## src/rtl/i2c_line_packer_if.sv

```systemverilog
// SDRAM line-write handshake between the packer and sdram_controller.
// write_request rises with address/data valid; both stay frozen until write_finished is seen.
interface i2c_line_packer_if #(
  parameter int unsigned ADDR_W = 22
);
  logic              write_request;
  logic [ADDR_W-1:0] write_address;
  logic [127:0]      write_data;
  logic              write_finished;
  logic [1:0]        wr_state;

  modport master (
    output write_request,
    output write_address,
    output write_data,
    output wr_state,
    input  write_finished
  );

  modport slave (
    input  write_request,
    input  write_address,
    input  write_data,
    input  wr_state,
    output write_finished
  );
endinterface

```

## src/rtl/i2c_line_packer.sv

```systemverilog
// Packs 32-bit I2C words into 128-bit lines and writes them to SDRAM at
// auto-incrementing line addresses; double-buffered (fill + pending), with flush.
module i2c_line_packer #(
  parameter int unsigned       ADDR_W     = 22,
  parameter logic [ADDR_W-1:0] BASE_ADDR  = ADDR_W'(1),
  parameter logic [ADDR_W-1:0] ADDR_LIMIT = {ADDR_W{1'b1}}
) (
  input  logic              MAX10_CLK1_50,
  input  logic              RESET_N,
  input  logic              FIN,
  input  logic [7:0]        DOUT_L,
  input  logic [7:0]        DOUT_L2,
  input  logic [7:0]        DOUT_L3,
  input  logic [7:0]        DOUT_H,
  input  logic              FLUSH,
  i2c_line_packer_if.master wr,
  output logic [ADDR_W-1:0] LINE_COUNT,
  output logic              OVERFLOW,
  output logic              BUSY,
  output logic              FLUSH_DONE
);

  localparam logic [1:0] S_IDLE = 2'd0;
  localparam logic [1:0] S_REQ  = 2'd1;
  localparam logic [1:0] S_DONE = 2'd2;

  logic              fin_prev_q,   fin_prev_d;
  logic              flush_prev_q, flush_prev_d;
  logic [1:0]        wcnt_q,       wcnt_d;
  logic [127:0]      fill_q,       fill_d;
  logic              fill_full_q,  fill_full_d;
  logic [127:0]      pend_q,       pend_d;
  logic              pend_valid_q, pend_valid_d;
  logic              flush_pend_q, flush_pend_d;
  logic [1:0]        state_q,      state_d;
  logic              req_q,        req_d;
  logic [ADDR_W-1:0] addr_q,       addr_d;
  logic [127:0]      data_q,       data_d;
  logic [ADDR_W-1:0] count_q,      count_d;
  logic              ovf_q,        ovf_d;
  logic              fdone_q,      fdone_d;

  logic        fin_edge;
  logic        flush_edge;
  logic [31:0] word;

  assign fin_edge   = FIN & ~fin_prev_q;
  assign flush_edge = FLUSH & ~flush_prev_q;
  assign word       = {DOUT_H, DOUT_L3, DOUT_L2, DOUT_L};

  always_comb begin
    fin_prev_d   = FIN;
    flush_prev_d = FLUSH;
    wcnt_d       = wcnt_q;
    fill_d       = fill_q;
    fill_full_d  = fill_full_q;
    pend_d       = pend_q;
    pend_valid_d = pend_valid_q;
    flush_pend_d = flush_pend_q;
    state_d      = state_q;
    req_d        = req_q;
    addr_d       = addr_q;
    data_d       = data_q;
    count_d      = count_q;
    ovf_d        = ovf_q;
    fdone_d      = 1'b0;

    // A full fill hands over to pending as soon as pending is free; fill restarts zeroed.
    if (fill_full_q && !pend_valid_q) begin
      pend_d       = fill_q;
      pend_valid_d = 1'b1;
      fill_d       = '0;
      fill_full_d  = 1'b0;
    end

    if (fin_edge) begin
      if (fill_full_q) begin
        ovf_d = 1'b1;
      end else begin
        fill_d[{wcnt_q, 5'b0} +: 32] = word;
        if (wcnt_q == 2'd3) begin
          fill_full_d = 1'b1;
          wcnt_d      = 2'd0;
        end else begin
          wcnt_d = wcnt_q + 2'd1;
        end
      end
    end

    if (flush_pend_q && !fin_edge && wcnt_q == 2'd0 && !fill_full_q &&
        !pend_valid_q && state_q == S_IDLE) begin
      fdone_d      = 1'b1;
      flush_pend_d = 1'b0;
    end

    // Flush pads after this cycle's word lands; unwritten slots are already zero.
    if (flush_edge) begin
      flush_pend_d = 1'b1;
      if (wcnt_d != 2'd0 && !fill_full_d) begin
        fill_full_d = 1'b1;
        wcnt_d      = 2'd0;
      end
    end

    case (state_q)
      S_IDLE: begin
        if (pend_valid_q) begin
          state_d = S_REQ;
          req_d   = 1'b1;
          data_d  = pend_q;
        end
      end
      S_REQ: begin
        if (wr.write_finished) begin
          state_d = S_DONE;
          req_d   = 1'b0;
        end
      end
      S_DONE: begin
        pend_valid_d = 1'b0;
        count_d      = count_q + ADDR_W'(1);
        addr_d       = (addr_q == ADDR_LIMIT) ? BASE_ADDR : addr_q + ADDR_W'(1);
        state_d      = S_IDLE;
      end
      default: begin
        state_d = S_IDLE;
        req_d   = 1'b0;
      end
    endcase
  end

  always_ff @(posedge MAX10_CLK1_50 or negedge RESET_N) begin
    if (!RESET_N) begin
      fin_prev_q   <= 1'b0;
      flush_prev_q <= 1'b0;
      wcnt_q       <= 2'd0;
      fill_q       <= '0;
      fill_full_q  <= 1'b0;
      pend_q       <= '0;
      pend_valid_q <= 1'b0;
      flush_pend_q <= 1'b0;
      state_q      <= S_IDLE;
      req_q        <= 1'b0;
      addr_q       <= BASE_ADDR;
      data_q       <= '0;
      count_q      <= '0;
      ovf_q        <= 1'b0;
      fdone_q      <= 1'b0;
    end else begin
      fin_prev_q   <= fin_prev_d;
      flush_prev_q <= flush_prev_d;
      wcnt_q       <= wcnt_d;
      fill_q       <= fill_d;
      fill_full_q  <= fill_full_d;
      pend_q       <= pend_d;
      pend_valid_q <= pend_valid_d;
      flush_pend_q <= flush_pend_d;
      state_q      <= state_d;
      req_q        <= req_d;
      addr_q       <= addr_d;
      data_q       <= data_d;
      count_q      <= count_d;
      ovf_q        <= ovf_d;
      fdone_q      <= fdone_d;
    end
  end

  assign wr.write_request = req_q;
  assign wr.write_address = addr_q;
  assign wr.write_data    = data_q;
  assign wr.wr_state      = state_q;

  assign LINE_COUNT = count_q;
  assign OVERFLOW   = ovf_q;
  assign FLUSH_DONE = fdone_q;
  assign BUSY       = (wcnt_q != 2'd0) | fill_full_q | pend_valid_q | (state_q != S_IDLE);

endmodule
```

## src/flat_wrapper.sv

```systemverilog
// flat-port wrapper written by rule: the top's interface ports become plain ports
module i2c_line_packer_flat 
#(
  parameter int unsigned       ADDR_W     = 22,
  parameter logic [ADDR_W-1:0] BASE_ADDR  = ADDR_W'(1),
  parameter logic [ADDR_W-1:0] ADDR_LIMIT = {ADDR_W{1'b1}}
)
  (MAX10_CLK1_50, RESET_N, FIN, DOUT_L, DOUT_L2, DOUT_L3, DOUT_H, FLUSH, LINE_COUNT, OVERFLOW, BUSY, FLUSH_DONE, wr_write_request, wr_write_address, wr_write_data, wr_wr_state, wr_write_finished);
  i2c_line_packer_if #(.ADDR_W(ADDR_W)) wr_i ();
  input  logic MAX10_CLK1_50;
  input  logic RESET_N;
  input  logic FIN;
  input  logic [7:0] DOUT_L;
  input  logic [7:0] DOUT_L2;
  input  logic [7:0] DOUT_L3;
  input  logic [7:0] DOUT_H;
  input  logic FLUSH;
  output logic [ADDR_W-1:0] LINE_COUNT;
  output logic OVERFLOW;
  output logic BUSY;
  output logic FLUSH_DONE;
  output wire logic [$bits(wr_i.write_request)-1:0] wr_write_request;
  output wire logic [$bits(wr_i.write_address)-1:0] wr_write_address;
  output wire logic [$bits(wr_i.write_data)-1:0] wr_write_data;
  output wire logic [$bits(wr_i.wr_state)-1:0] wr_wr_state;
  input wire logic [$bits(wr_i.write_finished)-1:0] wr_write_finished;
  assign wr_write_request = wr_i.write_request;
  assign wr_write_address = wr_i.write_address;
  assign wr_write_data = wr_i.write_data;
  assign wr_wr_state = wr_i.wr_state;
  assign wr_i.write_finished = wr_write_finished;
  i2c_line_packer #(.ADDR_W(ADDR_W), .BASE_ADDR(BASE_ADDR), .ADDR_LIMIT(ADDR_LIMIT)) u_core (.MAX10_CLK1_50(MAX10_CLK1_50), .RESET_N(RESET_N), .FIN(FIN), .DOUT_L(DOUT_L), .DOUT_L2(DOUT_L2), .DOUT_L3(DOUT_L3), .DOUT_H(DOUT_H), .FLUSH(FLUSH), .wr(wr_i), .LINE_COUNT(LINE_COUNT), .OVERFLOW(OVERFLOW), .BUSY(BUSY), .FLUSH_DONE(FLUSH_DONE));
endmodule
```

## config.mk

```make
export PLATFORM = sky130hd
export DESIGN_NAME = i2c_line_packer_flat
export DESIGN_NICKNAME = d
export VERILOG_FILES = /design/src/rtl/i2c_line_packer_if.sv /design/src/rtl/i2c_line_packer.sv /design/src/flat_wrapper.sv
export SDC_FILE = /design/constraint.sdc
export NUM_CORES = 1
export LEC_CHECK = 0
export CAP_MARGIN = 10
export CORE_UTILIZATION = 34
export CTS_BUF_LIST = sky130_fd_sc_hd__clkbuf_8
export CTS_CLUSTER_DIAMETER = 100
export DETAILED_ROUTE_END_ITERATION = 6
export SETUP_SLACK_MARGIN = 0.15
export SYNTH_ARGS = -nofsm -noshare
export SYNTH_HDL_FRONTEND = slang
export SYNTH_SLANG_ARGS = --single-unit
```

## constraint.sdc

```tcl
create_clock -name MAX10_CLK1_50 -period 3.8 [get_ports MAX10_CLK1_50]
set_clock_uncertainty 0.05 [all_clocks]
set_input_delay 0.57 -clock MAX10_CLK1_50 [delete_from_list [all_inputs] [get_ports MAX10_CLK1_50]]
set_output_delay 0.57 -clock MAX10_CLK1_50 [all_outputs]
set_load 0.01 [all_outputs]
```

==> results of run 1 <==
-- cell type report --
cell class                      instances  area, µm²
Antenna cell                            1       2.50
Clock buffer                          105       1450
Clock inverter                         33        195
Fill cell                            4476      26800
Inverter                                4       15.0
Multi-Input combinational cell        834       5430
Sequential cell                       440      11000
Tap cell                              656        821
Timing Repair Buffer                  234       2400
-- final timing paths --
kind	from	end	slack, ns	cells past startpoint
min reg2reg	u_core.OVERFLOW$_DFFE_PN0P_	u_core.OVERFLOW$_DFFE_PN0P_	0.41	1
max reg2reg	u_core.wcnt_q[0]$_DFF_PN0_	u_core.fill_q[55]$_DFF_PN0_	1.24	8
max	u_core.wcnt_q[0]$_DFF_PN0_	BUSY	0.63	4
min in group asynchronous	RESET_N	u_core.pend_q[122]$_DFFE_PN0P_	0.47	2
min	FLUSH	u_core.flush_prev_q$_DFF_PN0_	0.38	1
max in group asynchronous	RESET_N	u_core.pend_q[110]$_DFFE_PN0P_	2.20	4
-- cells in the mapped netlist (3+ instances only) --
master    count  area (µm²)
ha_1          8         100
inv_1         4        15.0
nand4b_1      3        26.3
and3_1       10        62.6
and4_1        3        26.3
clkbuf_1     46         173
nor2b_1       4        25.0
or3_1         5        31.3
nand3_1      16        80.1
xnor2_1      30         263
nand4_1      19         119
a21oi_1       9        45.0
o21ai_0       6        30.0
a22o_1      127        1110
mux2_2      129        1450
dfrtp_1     439       11000
nand2b_1      3        18.8
buf_2        28         140
xor2_1        7        61.3
nor2_1       17        63.8
nand2_1     402        1510
-- logic make-up (layout without fill, tap and decap cells) --
kind of cell	count (synthesis)	after routing	share of synthesized area, %
compound gates	153	153	7.63
other cells	0	1	0
simple gates	506	506	13.1
mux	130	130	8.75
fa+ha+maj	8	8	0.599
xor+xnor	37	37	1.94
buf+inv	80	376	2.07
flops	440	440	65.9
-- through the flow --
| stage | total power, mW | util (%) | area [µm²] | instances | setup WS, ns |
|---|---|---|---|---|---|
| after CTS | 14.4 | 44.3 | 21300 | 2306 | 0.541 |
| after global placement | 9.77 | 40.8 | 19700 | 2167 | 1.07 |
| after detailed placement | 9.86 | 40.8 | 19700 | 2167 | 0.998 |
| after global routing | 15.0 | 44.3 | 21300 | 2306 | 0.455 |
| final | 14.2 | 44.3 | 21300 | 2307 | 0.634 |
| after floorplan | 8.27 | - | 16700 | 1354 | 1.69 |
-- routing by layer --
metal  track usage, %  wire, µm
met4             5.63       819
met5                0        65
met2             27.1     20000
met3             5.57      2700
met1             24.4     19900
-- where the power goes --
group          switching, mW  total, mW  internal [mW]  leakage, nW
sequential             0.694       6.38           5.69         6.04
clock                   1.95       4.48           2.54        0.933
combinational           1.75       3.35           1.60         3.51
total                   4.39       14.2           9.83         10.5
-- sequential cells by signal (all words and copies together) (netlist names) --
register	count
u_core.wcnt_q	2
u_core.wr.write_address	22
u_core.fill_q	128
u_core.wr.write_request	1
u_core.wr.wr_state	2
u_core.flush_prev_q	1
u_core.OVERFLOW	1
u_core.flush_pend_q	1
u_core.fin_prev_q	1
u_core.wr.write_data	128
u_core.fill_full_q	1
u_core.LINE_COUNT	22
u_core.pend_valid_q	1
u_core.FLUSH_DONE	1
u_core.pend_q	128
-- worst max-delay path, delay by kind of cell (launching register included) --
family,cells,cell delay [ns]
AND/OR/NAND/NOR,1,0.19
buffers and inverters,2,0.80
flip-flops,1,0.50
adder cells (fa/ha/maj),1,0.43
==> impl_metrics.csv, run 1 <==
group,metric,value,unit
global_routing,grt_pass1_vias,11700,
global_routing,gr-total-overflow,0,
clocking,cts.sinks,440,
clocking,cts_made_buffers,77,
floorplanning,rows,80,
timing,fin_tns_setup,0,ns
timing,relSlewSlack,26.8,%
outcome,status,"finished clean",
logic_synthesis,synth-seq-cells,440,
min_path,min_path_type,"input port to register",
routing,first_pass_iters,5,
placed_design,finalWeightedCongestion,0.759,
clocking,cts_tree,"built",
floorplanning,core_area,48100,µm²
finish,drive_above_1_share,17.0,%
routing,vias,11200,
placed_design,io_buffers,214,
finish,final_common_cell,"dfrtp_1",
critical_path,path_cells,"inv_1, ha_1, nand3_1, clkdlybuf4s50_1",
global_routing,grtUsageTotal,17.9,%
critical_path,end_kind,"output port",
logic_synthesis,synth-edff-count,0,
clocking,postCtsHoldBufs,1,
routing,wl_per_cell,18.8,µm
power,irDropWorstVdd,0.552,mV
finish,area_growth,27.5,%
clocking,clockRootBuffer,"clkbuf_8",
timing,finalHoldViolations,0,
critical_path,required,3.18,ns
critical_path,cp_max_fo,8,
floorplanning,pin_count,215,
clocking,clk_pin_slew,0.05,ns
power,p_leak,10.5,nW
routing,via_per_inst,4.87,
run,max-cap-violations,0,
routing,drc,0,
timing,setup_viol,0,
clocking,insertion_delay,0.64,ns
routing,wirelength,43.4,mm
routing,drt-initial-drc-count,707,
critical_path,critical_path_class,"register to output port",
placed_design,dpl.hpwl,27.9,mm
finish,most-common-layout-cells,"dfrtp_1 (439), nand2_1 (402), clkdlybuf4s50_1 (213), mux2_2 (129), a22o_1 (127)",
finish,nNetsFinal,1636,
floorplanning,chipWidth,224,µm
critical_path,crit_path_start_kind,"register",
routing,final_antenna_net_count,0,
floorplanning,initial_core_util,34.7,%
global_routing,grt_max_degree,129,
logic_synthesis,synth_ff_type,"dfrtp_1",
timing,tightest_slew,1.10,ns
clocking,cts_setup_buffers,0,
logic_synthesis,syn_area_per_cell,12.3,µm²
timing,min_period,3.17,ns
global_routing,antenna_found_initial,5,
timing,drv_slew,0,
logic_synthesis,postSynth.asyncResetShare,100,%
logic_synthesis,yosysUniqueCellTypes,51,
floorplanning,die_area,50100,µm²
timing,holdWs,0.381,ns
logic_synthesis,synthCells,1354,
logic_synthesis,yosys_warnings,0,
global_routing,grt_pass1_wl,69.5,mm
critical_path,cp_slowest_cell,"clkdlybuf4s50_1",
critical_path,cpPeakStageDelay,0.54,ns
logic_synthesis,ys_seq_area_share,65.9,%
clocking,clockBufferDepth,3,
timing,finalCritPeriodShare,83.3,%
logic_synthesis,syn-num-nets,1399,
power,power.density,667,nW/µm²
critical_path,worstPathArrival,2.55,ns
clocking,htreeDepth,3,
clocking,ctsResizeCount,0,
timing,fmax,0.316,GHz
timing,rsz0062_at_grt,"no",
logic_synthesis,syn_area,16700,µm²
floorplanning,fp.dieH,224,µm
(Power assumes the default switching activity.)
==> inputs of run 2 (changes only) <==
==> constraint.sdc (replaced) <==
create_clock -name MAX10_CLK1_50 -period 3 [get_ports MAX10_CLK1_50]
set_clock_uncertainty 0.05 [all_clocks]
set_input_delay 0.45 -clock MAX10_CLK1_50 [delete_from_list [all_inputs] [get_ports MAX10_CLK1_50]]
set_output_delay 0.45 -clock MAX10_CLK1_50 [all_outputs]
set_load 0.01 [all_outputs]
==> impl_metrics.csv, run 2 (same netlist as run 1, synthesis figures left out) <==
group,metric,value,unit
critical_path,worstPathArrival,1.91,ns
global_routing,gr-total-overflow,0,
finish,nNetsFinal,1645,
power,p_int,12.4,mW
power,p_leak,10.5,nW
timing,tightest_slew,1.04,ns
routing,wl_met3,1.89,mm
finish,nFillCells,4517,
routing,vias,11100,
timing,setup_viol,0,
clocking,insertion_delay,0.62,ns
outcome,status,"finished clean",
power,power.density,837,nW/µm²
routing,wl_per_cell,18.3,µm
power,pwr-share-seq,45.1,%
floorplanning,initial_core_util,34.7,%
clocking,cts_tree,"built",
routing,drc,0,
placed_design,io_buffers,214,
global_routing,grt_pass1_vias,11700,
routing,route.met2.wl,19.8,mm
run,max-cap-violations,0,
power,comb_power_share,24.2,%
clocking,cts_setup_buffers,0,
placed_design,dpl.hpwl,27.7,mm
clocking,htreeDepth,3,
critical_path,cp_max_fo,6,
finish,area_growth,27.5,%
floorplanning,die_area,50100,µm²
clocking,clockRootBuffer,"clkbuf_8",
global_routing,grtUsageTotal,17.4,%
timing,fin_tns_setup,0,ns
timing,rsz0062_at_grt,"no",
power,irDropWorstVdd,0.398,mV
finish,finish.utilization,44.3,%
power,p_switching,5.44,mW
critical_path,required,2.50,ns
timing,drv_slew,0,
routing,drt-initial-drc-count,625,
min_path,min_path_type,"input port to register",
routing,wirelength,42.3,mm
critical_path,crit_path_start_kind,"register",
routing,wl_met1,19.6,mm
timing,relSlewSlack,30.6,%
power,swShare,30.5,%
floorplanning,fp.dieH,224,µm
floorplanning,core_area,48100,µm²
floorplanning,chipWidth,224,µm
clocking,clockBufferDepth,3,
routing,top_layer,"met5",
global_routing,grt_pass1_wl,68.0,mm
global_routing,grt_max_degree,83,
finish,most-common-layout-cells,"dfrtp_1 (439), nand2_1 (402), clkdlybuf4s50_1 (212), mux2_2 (129), a22o_1 (127)",
placed_design,finalWeightedCongestion,0.747,
routing,via_per_inst,4.81,
clocking,clk_pin_slew,0.05,ns
timing,min_period,2.41,ns
finish,final_common_cell,"dfrtp_1",
floorplanning,pin_count,215,
floorplanning,rows,80,
critical_path,end_kind,"output port",
finish,drive_above_1_share,17.4,%
routing,first_pass_iters,4,
routing,final_antenna_net_count,0,
critical_path,critical_path_class,"register to output port",
timing,finalCritPeriodShare,80.2,%
clocking,cts.sinks,440,
global_routing,antenna_found_initial,4,
timing,holdWs,0.262,ns
clocking,cts_made_buffers,75,
timing,finalHoldViolations,0,
power,p_clk_share,30.7,%
timing,fmax,0.416,GHz
run 2: cell count changes in the layout (fill, tap and decap cells not counted), moves of 2 or more:
cell,change
clkbuf_8,-6
clkinv_8,-2
clkinv_2,+4
inv_1,-5
buf_4,+10
run 2: layer usage:
metal	global-route usage, %	vias up
met2	27.4	256
met4	6.69	4
li1	-	5145
met1	23.7	5631
met3	3.62	72
met5	0	-
run 2: power groups by stage:
stage	registers, mW	clock network (mW)	logic (mW)
final	8.06	5.48	4.31
after global routing	8.22	5.97	4.76
after CTS	8.06	5.67	4.41
after detailed placement	8.16	0	4.39
after global placement	8.14	0	4.30
after floorplan	8.03	0	2.45
run 2: repair_timing:
action,4_1_cts,5_1_grt
hold buffers,1,0
endpoints found under the setup margin,0,1
endpoints found under the hold margin,69,0
resized for setup,0,2
run 2: through the flow:
step / power, mW / instances / setup WS, ns / cell area [µm²]
6_report: 17.8 / 2310 / 0.593 / 21300
5_1_grt: 18.9 / 2310 / 0.433 / 21300
4_1_cts: 18.2 / 2308 / 0.178 / 21300
3_5_place_dp: 12.5 / 2178 / 0.395 / 19800
3_3_place_gp: 12.4 / 2178 / 0.473 / 19800
2_1_floorplan: 10.5 / 1354 / 0.886 / 16700
run 2: layout make-up:
| class | count | area [µm²] | share of cell area [%] |
|---|---|---|---|
| antenna | 2 | 5.00 | 0.0235 |
| multi-input combinational | 834 | 5430 | 25.5 |
| tap | 656 | 821 | 3.85 |
| clock buffer | 99 | 1360 | 6.39 |
| inverter | 4 | 15.0 | 0.0704 |
| clock inverter | 30 | 178 | 0.833 |
| sequential | 440 | 11000 | 51.7 |
| timing repair buffer | 245 | 2500 | 11.7 |
run 2: final timing paths:
kind | end | from | cells after the start | slack (ns)
max in group asynchronous | u_core.wr.write_address[0]$_DFFE_PN1P_ | RESET_N | 3 | 1.60
min in group asynchronous | u_core.wr.write_data[89]$_DFFE_PN0P_ | RESET_N | 2 | 0.38
setup / recovery | BUSY | u_core.wcnt_q[1]$_DFF_PN0_ | 5 | 0.59
hold / removal | u_core.flush_prev_q$_DFF_PN0_ | FLUSH | 1 | 0.26
setup reg to reg | u_core.fill_q[40]$_DFF_PN0_ | u_core.wcnt_q[1]$_DFF_PN0_ | 7 | 0.71
hold reg to reg | u_core.OVERFLOW$_DFFE_PN0P_ | u_core.OVERFLOW$_DFFE_PN0P_ | 1 | 0.40
run 2: critical path, stage by stage (launching register included):
cell,delay (ns)
dfrtp_1,0.42
inv_1,0.15
ha_1,0.18
buf_4,0.18
nand3_1,0.13
dlymetal6s2s_1,0.22
